## config.mk

```make
export PLATFORM = sky130hd
export DESIGN_NAME = vga_raster_timing_flat
export DESIGN_NICKNAME = d
export VERILOG_FILES = /design/src/rtl/vga_raster_timing_if.sv /design/src/rtl/vga_raster_timing.sv /design/src/flat_wrapper.sv
export SDC_FILE = /design/constraint.sdc
export NUM_CORES = 1
export LEC_CHECK = 0
export BUFFER_PORTS_ARGS = -buffer_cell sky130_fd_sc_hd__buf_2
export CAP_MARGIN = 20
export CORE_ASPECT_RATIO = 1.1
export CORE_MARGIN = 1.5
export CORE_UTILIZATION = 59
export CTS_CLUSTER_DIAMETER = 30
export DETAILED_ROUTE_END_ITERATION = 12
export HOLD_SLACK_MARGIN = 0.03
export PLACE_DENSITY = 0.86
export SLEW_MARGIN = 30
export SYNTH_ARGS = -nofsm -noshare
export SYNTH_HDL_FRONTEND = slang
export SYNTH_SLANG_ARGS = --single-unit
export TNS_END_PERCENT = 5
```

## constraint.sdc

```tcl
create_clock -name clk -period 5.9 [get_ports clk]
set_input_delay 1.475 -clock clk [delete_from_list [all_inputs] [get_ports clk]]
set_output_delay 1.475 -clock clk [all_outputs]
set_load 0.05 [all_outputs]
```

## src/rtl/vga_raster_timing_if.sv

```systemverilog
// Raster timing bundle: pixel column, split line number, syncs and blank.
// The timing generator drives it as master; pixel fetch and interrupt logic listen as slave.
interface vga_raster_timing_if;
   logic [10:0] x;
   logic [4:0]  y_hi;
   logic [5:0]  y_lo;
   logic        hsync;
   logic        vsync;
   logic        blank;

   modport master (output x, y_hi, y_lo, hsync, vsync, blank);
   modport slave  (input  x, y_hi, y_lo, hsync, vsync, blank);
endinterface

```

## src/rtl/vga_raster_timing.sv

```systemverilog
// VGA raster timing generator (default 1024x768@60, one pixel per clock).
// All outputs are registered; syncs and blank are decoded from the next counter values.
module vga_raster_timing #(
   parameter int H_ACTIVE = 1024,
   parameter int H_FP     = 24,
   parameter int H_SYNC   = 136,
   parameter int H_BP     = 160,
   parameter int V_ACTIVE = 768,
   parameter int V_FP     = 3,
   parameter int V_SYNC   = 6,
   parameter int V_BP     = 29,
   parameter bit SYNC_POL = 1'b0
) (
   input  logic                clk,
   input  logic                rst,
   vga_raster_timing_if.master vga
);

   localparam logic [10:0] H_LAST   = 11'(H_ACTIVE + H_FP + H_SYNC + H_BP - 1);
   localparam logic [10:0] H_VIS    = 11'(H_ACTIVE);
   localparam logic [10:0] HS_FIRST = 11'(H_ACTIVE + H_FP);
   localparam logic [10:0] HS_LAST  = 11'(H_ACTIVE + H_FP + H_SYNC - 1);
   localparam logic [10:0] V_LAST   = 11'(V_ACTIVE + V_FP + V_SYNC + V_BP - 1);
   localparam logic [10:0] V_VIS    = 11'(V_ACTIVE);
   localparam logic [10:0] VS_FIRST = 11'(V_ACTIVE + V_FP);
   localparam logic [10:0] VS_LAST  = 11'(V_ACTIVE + V_FP + V_SYNC - 1);

   logic [10:0] r_x;
   logic [4:0]  r_yHi;
   logic [5:0]  r_yLo;
   logic        r_hsync;
   logic        r_vsync;
   logic        r_blank;

   logic [10:0] w_xNext;
   logic [4:0]  w_yHiNext;
   logic [5:0]  w_yLoNext;
   logic [10:0] w_lineNext;
   logic        w_hsyncNext;
   logic        w_vsyncNext;
   logic        w_blankNext;

   // The line number lives only as {y_hi, y_lo}; y_lo carries into y_hi at 63.
   always_comb begin
      w_xNext   = r_x + 11'd1;
      w_yHiNext = r_yHi;
      w_yLoNext = r_yLo;
      if (r_x == H_LAST) begin
         w_xNext = '0;
         if ({r_yHi, r_yLo} == V_LAST) begin
            w_yHiNext = '0;
            w_yLoNext = '0;
         end else if (r_yLo == 6'd63) begin
            w_yLoNext = '0;
            w_yHiNext = r_yHi + 5'd1;
         end else begin
            w_yLoNext = r_yLo + 6'd1;
         end
      end
   end

   assign w_lineNext  = {w_yHiNext, w_yLoNext};
   assign w_hsyncNext = ((w_xNext >= HS_FIRST) && (w_xNext <= HS_LAST)) ? SYNC_POL : ~SYNC_POL;
   assign w_vsyncNext = ((w_lineNext >= VS_FIRST) && (w_lineNext <= VS_LAST)) ? SYNC_POL : ~SYNC_POL;
   assign w_blankNext = (w_xNext >= H_VIS) || (w_lineNext >= V_VIS);

   always_ff @(posedge clk) begin
      if (rst) begin
         r_x     <= '0;
         r_yHi   <= '0;
         r_yLo   <= '0;
         r_hsync <= ~SYNC_POL;
         r_vsync <= ~SYNC_POL;
         r_blank <= 1'b0;
      end else begin
         r_x     <= w_xNext;
         r_yHi   <= w_yHiNext;
         r_yLo   <= w_yLoNext;
         r_hsync <= w_hsyncNext;
         r_vsync <= w_vsyncNext;
         r_blank <= w_blankNext;
      end
   end

   assign vga.x     = r_x;
   assign vga.y_hi  = r_yHi;
   assign vga.y_lo  = r_yLo;
   assign vga.hsync = r_hsync;
   assign vga.vsync = r_vsync;
   assign vga.blank = r_blank;

endmodule

```

## src/flat_wrapper.sv

```systemverilog
// flat-port wrapper written by rule: the top's interface ports become plain ports
module vga_raster_timing_flat 
#(
   parameter int H_ACTIVE = 1024,
   parameter int H_FP     = 24,
   parameter int H_SYNC   = 136,
   parameter int H_BP     = 160,
   parameter int V_ACTIVE = 768,
   parameter int V_FP     = 3,
   parameter int V_SYNC   = 6,
   parameter int V_BP     = 29,
   parameter bit SYNC_POL = 1'b0
)
  (clk, rst, vga_x, vga_y_hi, vga_y_lo, vga_hsync, vga_vsync, vga_blank);
  vga_raster_timing_if vga_i ();
  input  logic clk;
  input  logic rst;
  output wire logic [$bits(vga_i.x)-1:0] vga_x;
  output wire logic [$bits(vga_i.y_hi)-1:0] vga_y_hi;
  output wire logic [$bits(vga_i.y_lo)-1:0] vga_y_lo;
  output wire logic [$bits(vga_i.hsync)-1:0] vga_hsync;
  output wire logic [$bits(vga_i.vsync)-1:0] vga_vsync;
  output wire logic [$bits(vga_i.blank)-1:0] vga_blank;
  assign vga_x = vga_i.x;
  assign vga_y_hi = vga_i.y_hi;
  assign vga_y_lo = vga_i.y_lo;
  assign vga_hsync = vga_i.hsync;
  assign vga_vsync = vga_i.vsync;
  assign vga_blank = vga_i.blank;
  vga_raster_timing #(.H_ACTIVE(H_ACTIVE), .H_FP(H_FP), .H_SYNC(H_SYNC), .H_BP(H_BP), .V_ACTIVE(V_ACTIVE), .V_FP(V_FP), .V_SYNC(V_SYNC), .V_BP(V_BP), .SYNC_POL(SYNC_POL)) u_core (.clk(clk), .rst(rst), .vga(vga_i));
endmodule
```

==> results.yml <==
floorplanning:
  die_x_um: 51.6
  start_util_pct: 62.0
  rows: 19
  io_pins: 27
  die_area_um2: 2920
  core_um2: 2470
  die_h_um: 56.5
power_and_ir_drop:
  power.density_nw_per_um2: 167
  p_leak_nw: 0.634
  ir_drop_v: 0.000137
  total_power_mw: 0.279
critical_path:
  cp.depth: 5
  crit_path_top_delay_cell: "or4_4"
  crit_buf_inv: 1
  endpoint_kind: "flip-flop"
  path_max_fanout: 21
  cpLargestDelayFamily: "simple AND/OR/NAND/NOR gates"
  required_ns: 6.11
  path_class: "input pin to flip-flop"
  crit_arrival_ns: 3.11
  path_cells: "buf_2, or4_4, o221ai_4, o311ai_1, or4_1"
  cpPeakStageDelay_ns: 0.57
  ff2ff_path_depth: 7
  cp-start-kind: "input pin"
route:
  drcViolationCount: 0
  viasPerCell: 6.37
  firstDrtPassIters: 4
  detail-route-antenna-nets: 0
  wl_um: 3630
  drtIter0Drc: 61
  vias: 1484
  routedWlPerCell_um: 15.6
place:
  placed_area_um2: 1650
  port-buffer-count: 26
  pre_cts_slack_ns: 2.65
  dp.cells: 229
  dp.final_hpwl_um: 2650
  gp_congestion: 0.943
global_routing:
  grt_max_degree: 22
  grt_pass1_wl_um: 6290
  first_global_vias: 1405
  antenna_found_initial: 0
  gr-total-overflow: 0
  grtUsageTotal_pct: 27.7
synth:
  ys_warn_count: 0
  synth_top_area_share_pct: 32.6
  ys_seq_area_share_pct: 32.6
  synthDistinctLibCells: 50
  syn_area_um2: 1530
  yosysTopAreaCell: "dfxtp_1"
  synth_edf_count: 0
  yosys-top-cells-area: "dfxtp_1 (33%), ha_1 (4.9%), nor2_1 (3.9%)"
  async_reset_ff_share_pct: 0
  synth_area_per_cell_um2: 8.47
  synth_flop_cell: "dfxtp_1"
  yosys_register_bits: 25
  synth_fp_nets: 189
  synthCells: 181
outcome:
  status: "completed"
timing:
  timing.final.ws_setup_ns: 3.00
  max_freq_mhz: 345
  fin_crit_ns: 2.90
  report.final.slew_viol_count: 0
  rsz0062_at_grt: "no"
  hold_ws_ns: 0.573
  fin_crit_sh_pct: 49.2
  setup_viol: 0
  relSlewSlack_pct: 54.1
  skew_ns: 0.00813
  hold_viol: 0
  fin_tns_setup_ns: 0
  tightest_slew_ns: 0.682
finish:
  mostFrequentLayoutCell: "buf_2"
  most-common-layout-cells: "buf_2 (26), dfxtp_1 (25), nor2_1 (16)"
  layout.nets: 211
  fillers: 207
  post-route-util_pct: 67.7
  drive_gt1_share_pct: 18.3
  num_antenna_cells: 0
  syn_to_final_growth_pct: 9.14
  final_area_um2: 1670
  fin_cells: 233
clocking:
  numCtsBuffers: 3
  post_cts_resize_count: 0
  cts_buffer_depth: 2
  cts_tree: "done"
  postCtsSetupBuffers: 0
  cts.sinks: 25
  cts_root_buf: "clkbuf_4"
  clkTransAtPathRegs_ns: 0.14
  clk-insertion-delay-late_ns: 0.32
  htree_levels: 1
  ctsHoldBuffers: 0
min_path:
  worst_hold_path.num_cells: 1
  min_path_type: "flip-flop to flip-flop"
run:
  maxCapViolations: 0
==> area by class of cell <==
type / instances / area, um^2 / area share (%)
Sequential cell: 25 / 500 / 29.9
Inverter: 5 / 18.8 / 1.12
Timing Repair Buffer: 26 / 130 / 7.77
Multi-Input combinational cell: 142 / 960 / 57.3
Tap cell: 31 / 38.8 / 2.32
Clock buffer: 4 / 26.3 / 1.57
==> path summary, 6_finish.rpt <==
| kind | from | end | slack [ns] |
|---|---|---|---|
| worst max-delay path | rst | u_core.vga.vsync | 3.00 |
| worst min-delay path | u_core.vga.x[0] | u_core.vga.x[0] | 0.57 |
| worst max register to register | u_core.vga.x[0] | u_core.vga.vsync | 3.02 |
| worst min register to register | u_core.vga.x[0] | u_core.vga.x[0] | 0.57 |
==> logic make-up after synthesis <==
logic type / count (synthesis) / share of synthesized area [%]
compound gates: 41 / 19.3
xor+xnor: 11 / 6.28
fa+ha+maj: 6 / 4.89
buf+inv: 14 / 4.81
flops: 25 / 32.6
mux: 1 / 0.734
simple gates: 83 / 31.3
==> power by group <==
group / total, mW / internal [mW] / switching (mW)
registers: 0.176 / 0.172 / 0.00381
logic: 0.0254 / 0.00696 / 0.0184
clock network: 0.0781 / 0.0264 / 0.0517
==> synthesized netlist by cell type, types with 4 or more instances <==
cell	instances
nand2_1	15
nor2_1	16
xnor2_1	5
nand4_1	5
inv_1	5
nor3_1	7
and2_1	6
clkbuf_1	4
xor2_1	6
ha_1	6
nand3_1	7
o21ai_0	8
a21oi_1	11
dfxtp_1	25
and3_1	6
==> sequential cells by signal, indices dropped and copies added, names as in the netlist <==
register,flops
u_core.vga.x,11
u_core.vga.blank,1
u_core.vga.y_hi,5
u_core.vga.y_lo,6
u_core.vga.hsync,1
u_core.vga.vsync,1
==> routing by layer <==
metal	part of all wire, %	vias up	global-route usage, %
li1	-	708	-
met1	42	708	34.4
met2	50	54	45.8
met3	4.8	14	4.26
met4	3.1	0	13.9
met5	0	-	0
==> worst register-to-register path: cells and delay by family (launching register included) <==
kind / cells / cell delay [ns]
flip-flops: 1 / 0.45
AO/OA/AOI/OAI: 2 / 0.30
multiplexers: 1 / 0.40
adder cells (fa/ha/maj): 1 / 0.29
AND/OR/NAND/NOR: 3 / 1.33
No activity file was read; power rests on OpenSTA's default activity.
